### config.mk
export PLATFORM = sky130hd
export DESIGN_NAME = adder32_arbiter
export DESIGN_NICKNAME = d
export VERILOG_FILES = /design/src/rtl/adder32_arb_pkg.sv /design/src/rtl/adder32.sv /design/src/rtl/adder32_arbiter.sv
export SDC_FILE = /design/constraint.sdc
export NUM_CORES = 1
export LEC_CHECK = 0
export CAP_MARGIN = 20
export CORE_UTILIZATION = 49
export CTS_BUF_LIST = sky130_fd_sc_hd__clkbuf_4 sky130_fd_sc_hd__clkbuf_8
export CTS_CLUSTER_DIAMETER = 40
export DETAILED_ROUTE_END_ITERATION = 16
export GPL_ROUTABILITY_DRIVEN = 0
export PLACE_DENSITY = 0.95
export SLEW_MARGIN = 10
export SYNTH_ARGS = -nofsm -noshare
export SYNTH_HDL_FRONTEND = slang
export SYNTH_SLANG_ARGS = --single-unit
### constraint.sdc
create_clock -name clk -period 6.7 [get_ports clk]
set_clock_uncertainty 0.1 [all_clocks]
set_input_delay 0.67 -clock clk [delete_from_list [all_inputs] [get_ports clk]]
set_output_delay 0.67 -clock clk [all_outputs]
set_load 0.01 [all_outputs]
### src/rtl/adder32_arb_pkg.sv
// adder32_arb_pkg: FSM state encoding and result width shared by the adder32 arbiter.
package adder32_arb_pkg;
  typedef enum logic [1:0] {IDLE, EXEC, DONE} state_t;
  localparam int RES_WIDTH = 33;
endpackage

### src/rtl/adder32.sv
// adder32: combinational 32-bit adder, carry-out in bit 32 of r.
module adder32
  import adder32_arb_pkg::*;
(
  input  logic [31:0]          a,
  input  logic [31:0]          b,
  output logic [RES_WIDTH-1:0] r
);
  assign r = {1'b0, a} + {1'b0, b};
endmodule

### src/rtl/adder32_arbiter.sv
// adder32_arbiter: round-robin sharing of one adder32 among NREQ requesters; ADDER32_ARB_STATS_EN adds op_count.
module adder32_arbiter
  import adder32_arb_pkg::*;
#(
  parameter int NREQ  = 4,
  parameter int WIDTH = 32
) (
  input  logic                     clk,
  input  logic                     rst,
  input  logic [NREQ-1:0]          req_valid,
  output logic [NREQ-1:0]          req_ready,
  input  logic [NREQ*WIDTH-1:0]    req_a,
  input  logic [NREQ*WIDTH-1:0]    req_b,
  output logic                     res_valid,
  input  logic                     res_ready,
  output logic [RES_WIDTH-1:0]     res_r,
  output logic [$clog2(NREQ)-1:0]  res_id
`ifdef ADDER32_ARB_STATS_EN
  ,
  output logic [31:0]              op_count
`endif
);
  localparam int IDW = $clog2(NREQ);
  state_t               state;
  logic [IDW-1:0]       ptr, id_q, g;
  logic [WIDTH-1:0]     op_a, op_b;
  logic [RES_WIDTH-1:0] sum;
  logic                 grant;
  // first set bit of v at or after p, wrapping around
  function automatic logic [IDW-1:0] rr_pick(input logic [NREQ-1:0] v, input logic [IDW-1:0] p);
    int idx;
    rr_pick = '0;
    for (int k = NREQ - 1; k >= 0; k--) begin
      idx = (int'(p) + k) % NREQ;
      if (v[idx]) rr_pick = IDW'(idx);
    end
  endfunction
  assign g         = rr_pick(req_valid, ptr);
  assign grant     = (state == IDLE) && (|req_valid) && !rst;
  assign req_ready = grant ? NREQ'(1) << g : '0;
  assign res_valid = (state == DONE);
  adder32 u_add (.a(op_a), .b(op_b), .r(sum));
  always_ff @(posedge clk) begin
    if (rst) begin
      state  <= IDLE;
      ptr    <= '0;
      id_q   <= '0;
      op_a   <= '0;
      op_b   <= '0;
      res_r  <= '0;
      res_id <= '0;
    end else begin
      state <= grant ? EXEC : (state == EXEC) ? DONE : (state == DONE && res_ready) ? IDLE : state;
      if (grant) begin
        op_a <= req_a[WIDTH*int'(g) +: WIDTH];
        op_b <= req_b[WIDTH*int'(g) +: WIDTH];
        id_q <= g;
        ptr  <= (int'(g) == NREQ - 1) ? '0 : g + 1'b1;
      end
      if (state == EXEC) begin
        res_r  <= sum;
        res_id <= id_q;
      end
    end
  end
`ifdef ADDER32_ARB_STATS_EN
  always_ff @(posedge clk)
    if (rst) op_count <= '0;
    else if (state == DONE && res_ready) op_count <= op_count + 1'b1;
`endif
endmodule

Word-level counts from Yosys, hierarchy flattened:

Index checks and enable logic that the tools add are counted.

* add/sub/neg operators: 5
* magnitude comparators: 4
* equal/unequal tests: 3
* shift-type cells: 3
* multiplexer cells: 20
* bitwise gates (word level): 3
* reductions and logical operators: 12

Operators with widths (count)
* 128-bit by 8-bit indexed part select with 32-bit output: 2
* 32-bit by 32-bit adder with 33-bit output: 1
* 2-bit 2-to-1 mux: 7
* 3-bit by 4-bit less-than comparator with 1-bit output, second input constant: 3
* 1-bit binary-select mux with 2-bit select: 4
* 1-bit 2-to-1 mux: 8
* 2-bit OR reduction: 4
* 2-bit by 1-bit adder with 2-bit output, second input constant: 2
* 2-bit adder, second input constant: 2
* 2-bit by 1-bit == test with 1-bit output, second input constant: 2
* 4-bit 2-to-1 mux: 1
* 4-bit OR reduction: 1
* 1-bit by 2-bit << shifter with 4-bit output, first input constant: 1
* 1-bit AND, first input constant: 3
* 1-bit logical AND: 3
* 2-bit by 3-bit less-than comparator with 1-bit output, second input constant: 1
* 3-bit nonzero test: 1
* 2-bit == test, second input constant: 1
* 2-bit zero test: 1
* 2-bit nonzero test: 1
* 1-bit zero test: 1

* flip-flop bits (word level): 105
* input port bits: 263
* output and inout bits: 40
* logic and storage cells: 58

Longest topological paths before layout:

Gate-level depths: netlist of run 1.

* word-level depth: 12
* mapped depth: 10
* gate-level depth less buffers: 9

Cells and area by module:

From an unflattened synthesis of run 1, not the netlist that was laid out.

* cells, all modules: 831
* area, all modules: 7026.7 sq um

Modules (own cells, without submodules)
* adder32_arbiter: instances 1, cells each 557, area an instance 5124.9 sq um, sequential area each 2102.0 sq um
* adder32: instances 1, cells each 274, area an instance 1901.8 sq um, sequential area each 0.0 sq um

Worst setup path after synthesis of run 1:

Ideal clock, no wire load.

* path kind: input to output
* start point: in req_valid[2]
* end point: out req_ready[3]
* arrival: 2.031 ns
* data required time: 5.930 ns
* setup slack: 3.899 ns
* stages on the path: 8
* buffers on the path: 2
* cells stage by stage: inv_1 -> o22ai_1 -> a211o_4 -> inv_2 -> buf_6 -> buf_2 -> ha_1 -> nor3b_1

* longest elaborated chain between the ends: 9
* elaborated cells between the ends (all ways): 20
* classes of those cells: 1 x shift; 16 x mux; 3 x reduce/logical

RTL lines
* start: declaration: line adder32_arbiter.sv:10 `input logic [NREQ-1:0] req_valid,`
* 1-bit binary-select mux with 2-bit select: line adder32_arbiter.sv:35 `if (v[idx]) rr_pick = IDW'(idx);`
* 1-bit 2-to-1 mux (not written as such) (2 in a row): line adder32_arbiter.sv:35
* 2-bit 2-to-1 mux (3 in a row): line adder32_arbiter.sv:35
* 2-bit 2-to-1 mux (*): line adder32_arbiter.sv:35
* net g[0]: line adder32_arbiter.sv:25 `logic [IDW-1:0] ptr, id_q, g;`
* 1-bit by 2-bit << shifter with 4-bit output (*): line adder32_arbiter.sv:40 `assign req_ready = grant ? NREQ'(1) << g : '0;`
* 4-bit 2-to-1 mux (*): line adder32_arbiter.sv:40
* end: declaration: line adder32_arbiter.sv:11 `output logic [NREQ-1:0] req_ready,`

Mark *: on every way through the listed nets, which the timed path passes. The rest lies on a longest branch. The select of a mux whose other input is x is not followed.

Worst setup path after layout of run 1:

* start point: in req_valid[0]
* end point: out req_ready[0]

* longest elaborated chain between the ends: 9
* elaborated cells between the ends (all ways): 20
* classes of those cells: 1 x shift; 16 x mux; 3 x reduce/logical

RTL lines (line)
* 1-bit binary-select mux with 2-bit select: adder32_arbiter.sv:35
* 1-bit 2-to-1 mux (not written as such) (2 in a row): adder32_arbiter.sv:35
* 2-bit 2-to-1 mux (4 in a row): adder32_arbiter.sv:35
* 1-bit by 2-bit << shifter with 4-bit output: adder32_arbiter.sv:40
* 4-bit 2-to-1 mux (*): adder32_arbiter.sv:40

Mark *: on every way between the ends. The rest lies on a longest branch, timed or not. The select of a mux whose other input is x is not followed.

==> metrics.txt, run 1 <==
ys flop type=dfxtp_1; Detailed Routing Iterations Pass 1=7; Layout Nets=1626; Total GRT Usage=0.319; initial antenna violation count=0; CP Capture Type=output pin; largest net degree at the start of global routing=~110; Fillers=approximately 1200; Post-synth ARST share=0; # IOs=between 300 and 400; clock sink count=105; Vias=8830; root buf cell=clkbuf_8; area delta synth->final=41.6%; worst slew pin tran=1090 ps; TritonCTS buffer count=9; final count of negative-setup-slack endpoints=0; Startpoint Class=primary input; normalized max-slew margin=0.272; port bufs=302; Antenna Nets Post-Route=0; status=complete, no violations; CTS tree=built; DR iter-0 viols=847; Multi-input gate area=4980 um^2; power per cell area=228 nW/um^2; fin crit period=4020 ps; cts hold-fix bufs=0; Yosys cell types=57; chip height=126 um; vias in the first global route=8363; GRT overflow=0; vias per cell=roughly 5.8; Yosys reg bits=~110; antenna cells=0; RSZ-0062 raised after global routing=no; cell leakage power=approximately 4.3 nW; Peak supply drop=0.109 mV; core area=14800 um^2; Hold/Removal Path Class=reg2reg; post-synth net total=about 1400; DRC Markers=0; WL/cell=17.0 um; Clk pin slew, worst setup/hold paths=90 ps; global-route wire length before repair=40600 um; Mapped Avg Cell Area=6.89 um^2; Worst Path Max Fanout=68; MaxCap Viol Count=0; register area share after synthesis=0.279; Tcrit/Tclk final=0.600; critical path arrival=approximately 3300 ps; final setup TNS=0 ps; DRT Wirelength=25700 um; H-tree levels=3; Die W=126 um; Syn. warnings=0; Post-CTS Repair Setup Buffers=0; WHS Path Cells=2; # resized after CTS=0; Max Slew Vio Count=0; # rows=44; CTS max path bufs=2; Crit path required time=5930 ps; Hold Vio Cnt, Final=0; layout cells sized above 1=0.0308; maximum clock frequency=249 MHz; Post-Syn Area=7520 um^2; Post-synth EDFFs=0; sequential cell area=roughly 2100 um^2; Setup CP Type=in2out; initial core utilization=0.510; worst skew pair latency=380 ps; post-detail-place hpwl=19300 um; cell count of the worst reg-to-reg path=9; Total Die Area=15900 um^2; Post-Synthesis Cells=1092; Fin Hold WS=between 300 and 400 ps
[per-layer routing]
layer	up-vias	global-route usage	share of wire
met5	-	0	0
met4	0	0.106	0.027
met3	56	0.0578	0.078
met2	424	0.544	0.48
met1	4057	0.406	0.42
li1	4293	-	-
[synthesized netlist by cell type, types with 7 or more instances]
cell type,count,area share
nor2_1,40,0.020
nand4_1,8,0.0067
inv_1,12,0.0060
a21o_1,13,0.013
and3_1,69,0.057
nand2_1,392,0.20
a21oi_1,116,0.077
buf_6,7,0.010
buf_2,15,0.010
nor3_1,10,0.0067
dfxtp_1,105,0.28
nand3_1,9,0.0060
a311o_1,65,0.086
a211oi_1,12,0.012
xor2_1,11,0.013
o21ai_0,23,0.015
ha_1,36,0.060
clkbuf_1,62,0.031
xnor2_1,13,0.015
[kinds of logic after synthesis]
family	Yosys count	synth area share
compound gates	276	0.256
xor+xnor	24	0.0279
fa+ha+maj	37	0.0625
buf+inv	100	0.0600
flops	105	0.279
mux	4	0.00532
simple gates	546	0.309
[cell usage in the layout, fill, tap and decap left out, types with 5 or more instances in the layout]
cell type / instances
o21ai_0: 23
dfxtp_1: 105
inv_1: 11
xor2_1: 11
nand4_1: 8
o21bai_1: 5
a21oi_1: 116
nor2_1: 40
nor3_1: 10
clkdlybuf4s50_1: 301
xnor2_1: 13
buf_4: 8
nand3_1: 9
nand2_1: 392
a211oi_1: 12
clkbuf_8: 11
a21o_1: 13
a311o_1: 64
ha_1: 36
and3_1: 69
o21ai_1: 6
[flip-flops by register name, summed over array words and instances (netlist names)]
signal / count
res_r: 33
id_q: 2
res_id: 2
state: 2
ptr: 2
op_a: 32
op_b: 32
[worst max-delay path, cell delays in order]
cell	delay (ps)
clkdlybuf4s50_1	530
a21oi_1	90
nor2_1	110
nor2_1	70
o22ai_4	140
buf_4	510
ha_1	260
nor3b_1	240
clkdlybuf4s50_1	620
[power by group]
part           internal [mW]  total [mW]  switching, mW
combinational          0.560        1.24          0.683
sequential             0.729       0.808         0.0794
clock                  0.168       0.381          0.213
total                   1.46        2.43          0.976
[per-stage QoR]
step,util,worst slack [ps],power (mW),area (um^2),cells
after floorplan,-,3900,1.62,7520,1092
after global placement,0.708,2750,2.00,10400,1498
after detailed placement,0.708,2630,2.03,10400,1498
after CTS,0.720,2720,2.41,10600,1514
after global routing,0.722,2560,2.59,10700,1515
final,0.722,2680,2.43,10700,1515
[cell type report]
type | count | area share
multi-input combinational | 887 | 0.468
clock inverter | 2 | 0.00117
clock buffer | 14 | 0.0163
tap | 184 | 0.0216
timing repair buffer | 310 | 0.291
sequential | 105 | 0.197
inverter | 13 | 0.00481
[worst paths after layout]
check             slack, ps          from            to
setup / recovery       2680  req_valid[0]  req_ready[0]
hold reg to reg         360      res_r[9]      res_r[9]
setup reg to reg       3430        ptr[0]      op_a[28]
hold / removal          360      res_r[9]      res_r[9]
No activity file was read; power rests on OpenSTA's default activity.
==> inputs of run 2 (changes only) <==
- CORE_UTILIZATION: 49 -> 45
- PLACE_DENSITY: 0.95 -> 0.93
- clock period: 6.7 -> 4.05 ns (I/O delays scaled with it)
==> metrics.txt, run 2 (same netlist as run 1, synthesis figures left out) <==
status=complete, no violations; port bufs=302 (unchanged); Peak supply drop=0.202 mV (+85%); final count of negative-setup-slack endpoints=0 (unchanged); # IOs=303 (unchanged); core area=16100 um^2 (+9.2%); commonest non-fill, non-tap cells in the layout=nand2_1 (392), clkdlybuf4s50_1 (301), a21oi_1 (116), dfxtp_1 (105), and3_1 (69); worst slew pin tran=917 ps (-175 ps); maximum clock frequency=312 MHz; Vias=8758 (-0.82%); CTS max path bufs=2 (unchanged); GRT overflow=0 (unchanged); commonest non-fill, non-tap cell in the layout=nand2_1; TritonCTS buffer count=9 (unchanged); Antenna Nets Post-Route=0 (unchanged); Place WS=866 ps (-1770 ps); Worst Path Max Fanout=19 (-72%); leading registers by flop count=res_r: 33 flops, op_a: 32 flops, op_b: 32 flops; MaxCap Viol Count=0 (unchanged); largest register by flop count=res_r; crit path cell chain=clkdlybuf4s50_1 -> nand2b_1 -> a21oi_2 -> a211o_4 -> inv_4 -> ha_1 -> nor3b_1 -> clkdlybuf4s50_1; largest net degree at the start of global routing=116 (+3.6%); Clk pin slew, worst setup/hold paths=100 ps (about the same); chip height=131 um (+4.3%); post-detail-place hpwl=20200 um (+4.6%); Total GRT Usage=0.297 (-0.0218); area delta synth->final=42.1%; DR iter-0 viols=731 (-14%); worst skew pair latency=380 ps (about the same); H-tree levels=3 (unchanged); Tcrit/Tclk final=0.791; CTS tree=built; Setup CP Type=in2out; antenna cells=0 (unchanged); CP most frequent cell=clkdlybuf4s50_1; Detailed Routing Iterations Pass 1=7 (unchanged); initial antenna violation count=0 (unchanged); Layout Nets=1626 (unchanged); CP Capture Type=output pin; fin cells=1546 (+2.0%); vias in the first global route=8149 (-2.6%); DRT Wirelength=26300 um (+2.4%); Largest register FFs=33 (unchanged); # resized after CTS=0 (unchanged); power per cell area=375 nW/um^2 (+64%); final setup TNS=0 ps (unchanged); cell count of the worst reg-to-reg path=9 (unchanged); WHS Path Cells=2 (unchanged); WL/cell=17.0 um (+0.37%); cell leakage power=4.33 nW (-0.21%); cts hold-fix bufs=0 (unchanged); clock sink count=105 (unchanged); DRC Markers=0 (unchanged); Total Die Area=17200 um^2 (+8.7%); Startpoint Class=primary input; fin crit period=between 3000 and 4000 ps; setup ws final=845 ps (-1830 ps); vias per cell=5.66 (-2.8%); Post-CTS Repair Setup Buffers=0 (unchanged); normalized max-slew margin=0.388 (+0.116); root buf cell=clkbuf_8; DP Cell Count=1531 (+2.2%); initial core utilization=0.467 (-0.0431); Die W=131 um (+4.3%); RSZ-0062 raised after global routing=no; Hold/Removal Path Class=in2reg; global-route wire length before repair=41300 um (+1.7%); critical path's largest stage delay=570 ps (-50 ps); Worst path slowest cell=clkdlybuf4s50_1; layout cells sized above 1=0.0301 (-0.000729); Max Slew Vio Count=0 (unchanged); Hold Vio Cnt, Final=0 (unchanged); critical path arrival=2700 ps (-550 ps); Crit path required time=3540 ps (-2390 ps); # rows=46 (+4.5%)
run 2: changes by cell type in the layout (fill, tap and decap cells not counted), sizes merged:
| cell | delta |
|---|---|
| clkbuf | -1 |
| clkinvlp | +1 |
| clkinv | -1 |
run 2: final cells by class:
| class | instances | area, um^2 |
|---|---|---|
| clock buffers | 13 | 160 |
| clock inverters | 2 | 15.0 |
| fillers | 1380 | 5430 |
| inverters | 13 | 51.3 |
| multi-input cells | 887 | 4980 |
| flip-flops and latches | 105 | 2100 |
| well taps | 216 | 270 |
| repair buffers | 310 | 3110 |
run 2: final timing paths:
kind,slack [ps],startpoint,endpoint
worst max-delay path,850,req_valid[1],req_ready[3]
worst min-delay path,290,rst,op_a[25]
worst max register to register,1220,op_a[0],res_r[30]
worst min register to register,350,res_r[10],res_r[10]
run 2: worst max-delay path: cells and delay by family:
kind,cells,cell delay (ps)
buffers and inverters,3,1290
AO/OA/AOI/OAI,2,480
AND/OR/NAND/NOR,2,340
adder cells (fa/ha/maj),1,170
run 2: stage by stage:
| stage | power [mW] | utilization | hold WS (ps) | cell area [um^2] |
|---|---|---|---|---|
| floorplan | 2.68 | - | 332 | 7520 |
| global placement | 3.35 | 0.652 | 336 | 10500 |
| detailed placement | 3.39 | 0.652 | 342 | 10500 |
| CTS | 3.99 | 0.663 | 272 | 10700 |
| global route | 4.28 | 0.663 | 280 | 10700 |
| finish | 4.01 | 0.663 | 285 | 10700 |
run 2: power by group:
part           internal (mW)  switching (mW)  leakage, nW  total, mW
clock network          0.258           0.349       0.0860      0.608
registers               1.21           0.140        0.863       1.34
logic                  0.926            1.13         3.38       2.06
run 2: layer usage:
layer / vias up / wire (um) / global-route usage / part of all wire
met4: 0 / 743 / 0.107 / 0.028
met2: 436 / 12100 / 0.475 / 0.46
li1: 4283 / - / - / -
met3: 55 / 2180 / 0.0563 / 0.083
met1: 3984 / 11300 / 0.398 / 0.43
met5: - / 0 / 0 / 0
==> inputs of run 3 (changes only) <==
- clock period: 4.05 -> 3 ns (I/O delays scaled with it)
==> metrics.txt, run 3 (same netlist as run 1, synthesis figures left out) <==
hold path start=rst; Clk pin slew, worst setup/hold paths=100 ps (about the same); TritonCTS buffer count=9 (unchanged); largest register by flop count=res_r; status=complete, no violations; cell count of the worst reg-to-reg path=9 (unchanged); WP buf/inv=2 (-1); root buf cell=clkbuf_8; core area=16100 um^2 (unchanged); CTS max path bufs=2 (unchanged); Startpoint Class=primary input; MaxCap Viol Count=0 (unchanged); fin cells=1558 (+0.78%); final non-filler cell area=10900 um^2 (+1.7%); Crit path required time=2600 ps (-940 ps); Flop pwr share=0.320 (-0.015); leading registers by flop count=res_r: 33 flops, op_a: 32 flops, op_b: 32 flops; Top Family by Delay on Critical Path=buffers and inverters; Max Slew Vio Count=0 (unchanged); layout cells sized above 1=0.0395 (+0.00942); vias per cell=5.79 (+2.2%); Setup CP Type=in2out; area delta synth->final=44.5%; combinational power share=0.506 (-0.008); worst flop-to-flop path endpoint=res_r[30]; switching share of power=0.395 (-0.00914); GRT overflow=0 (unchanged); sw power=2.24 mW (+38%); final design utilization=0.675 (+0.0113); Hold Vio Cnt, Final=0 (unchanged); Peak supply drop=0.238 mV (+18%); Largest register FFs=33 (unchanged); Worst path slowest cell=clkdlybuf4s50_1; largest net degree at the start of global routing=116 (unchanged); maximum clock frequency=between 300 and 400 MHz; Vias=9018 (+3.0%); final setup TNS=0 ps (unchanged); CTS tree=built; Tcrit/Tclk final=0.946; Hold/Removal Path Class=in2reg; RR Startpoint=op_a[0]; fin crit period=2840 ps; clock share of power=0.173 (+0.022); Worst Path Max Fanout=12 (-7); WL/cell=17.2 um (+1.3%); cell leakage power=4.42 nW (+2.0%); power per cell area=521 nW/um^2 (+39%); worst slew pin tran=827 ps (-90.6 ps); Antenna Nets Post-Route=0 (unchanged); DRT Wirelength=26900 um (+2.1%); Die W=131 um (unchanged); Fillers=1367 (-0.94%); RSZ-0062 raised after global routing=no; chip height=131 um (unchanged); Layout Nets=1637 (+0.68%); reg2reg setup slack=210 ps (-1010 ps); internal power=3.43 mW (+43%); worst skew pair latency=400 ps (+20 ps); crit path cell chain=clkdlybuf4s50_1 -> a21oi_1 -> nor2_1 -> nor2_1 -> o22ai_4 -> ha_1 -> nor3b_1 -> clkdlybuf4s50_1; critical path's largest stage delay=580 ps (about the same); # IOs=303 (unchanged); normalized max-slew margin=0.449 (+0.0604); cts hold-fix bufs=0 (unchanged); # rows=46 (unchanged); final count of negative-setup-slack endpoints=0 (unchanged); clock sink count=105 (unchanged); initial core utilization=0.467 (unchanged); DRC Markers=0 (unchanged); Detailed Routing Iterations Pass 1=5 (-2); Total Die Area=17200 um^2 (unchanged); DP Cell Count=1542 (+0.72%); CP Capture Type=output pin; WHS Path Cells=2 (unchanged); Total GRT Usage=0.310 (+0.0127); global-route wire length before repair=43300 um (+4.9%); port bufs=302 (unchanged); commonest non-fill, non-tap cell in the layout=nand2_1; vias in the first global route=8488 (+4.2%); worst hold endpoint=op_a[26]; antenna cells=0 (unchanged); critical path arrival=2440 ps (-260 ps); post-detail-place hpwl=20900 um (+3.8%); commonest non-fill, non-tap cells in the layout=nand2_1 (392), clkdlybuf4s50_1 (301), a21oi_1 (116), dfxtp_1 (104), and3_1 (69); DP Area=10600 um^2 (+1.3%); DR iter-0 viols=744 (+1.8%); H-tree levels=3 (unchanged); initial antenna violation count=0 (unchanged)
==> run 3: area by class of cell <==
cell class / instances / area [um^2] / share of cell area
sequential: 105 / 2100 / 0.193
clock inverter: 6 / 91.3 / 0.00840
timing repair buffer: 321 / 3240 / 0.298
inverter: 13 / 51.3 / 0.00472
multi-input combinational: 887 / 4980 / 0.459
clock buffer: 10 / 131 / 0.0121
tap: 216 / 270 / 0.0249
==> run 3: what timing repair did <==
item                       4_1_cts  5_1_grt
buffers inserted                 0        0
resized for setup                0        1
setup endpoints to repair        0        2
==> run 3: power groups by stage <==
stage          registers (mW)  logic, mW  clock network [mW]
6_report                 1.82       2.87               0.982
5_1_grt                  1.84       3.14                1.05
4_1_cts                  1.81       2.84               0.998
3_5_place_dp             1.84       2.82                   0
3_3_place_gp             1.83       2.77                   0
2_1_floorplan            1.79       1.82                   0
==> run 3: how the worst max path moves through the flow <==
stage | startpoint | end | slack [ps] | cells past startpoint
after floorplan | op_a[0] | res_r[30] | 540 | 9
after global placement | req_valid[1] | req_ready[1] | 260 | 8
after detailed placement | req_valid[0] | req_ready[0] | 180 | 8
after CTS | ptr[1] | req_ready[0] | 70 | 7
after global routing | op_a[0] | res_r[26] | 6 | 9
final | req_valid[0] | req_ready[0] | 160 | 8
==> run 3: routing by layer <==
layer	vias to the layer above	track usage	routed length [um]
li1	4310	-	-
met2	468	0.511	12500
met1	4179	0.410	11600
met3	61	0.0448	2040
met5	-	0	0
met4	0	0.113	741
==> run 3: worst register-to-register path, cell delays in order, from the launching register on <==
cell and delay, ps:
dfxtp_1 330, ha_1 240, fa_1 440, a211oi_1 320, o21ai_1 180, a21oi_2 290
o221ai_2 180, a31oi_2 300, nor4_1 80, a211o_1 230
==> run 3: stage by stage <==
step | setup slack (ps) | total power [mW] | hold slack, ps
after floorplan | 538 | 3.61 | 332
after global placement | 256 | 4.60 | 337
after detailed placement | 184 | 4.66 | 343
after CTS | 70.1 | 5.65 | 160
after global routing | 6.14 | 6.03 | 181
final | 161 | 5.67 | 178
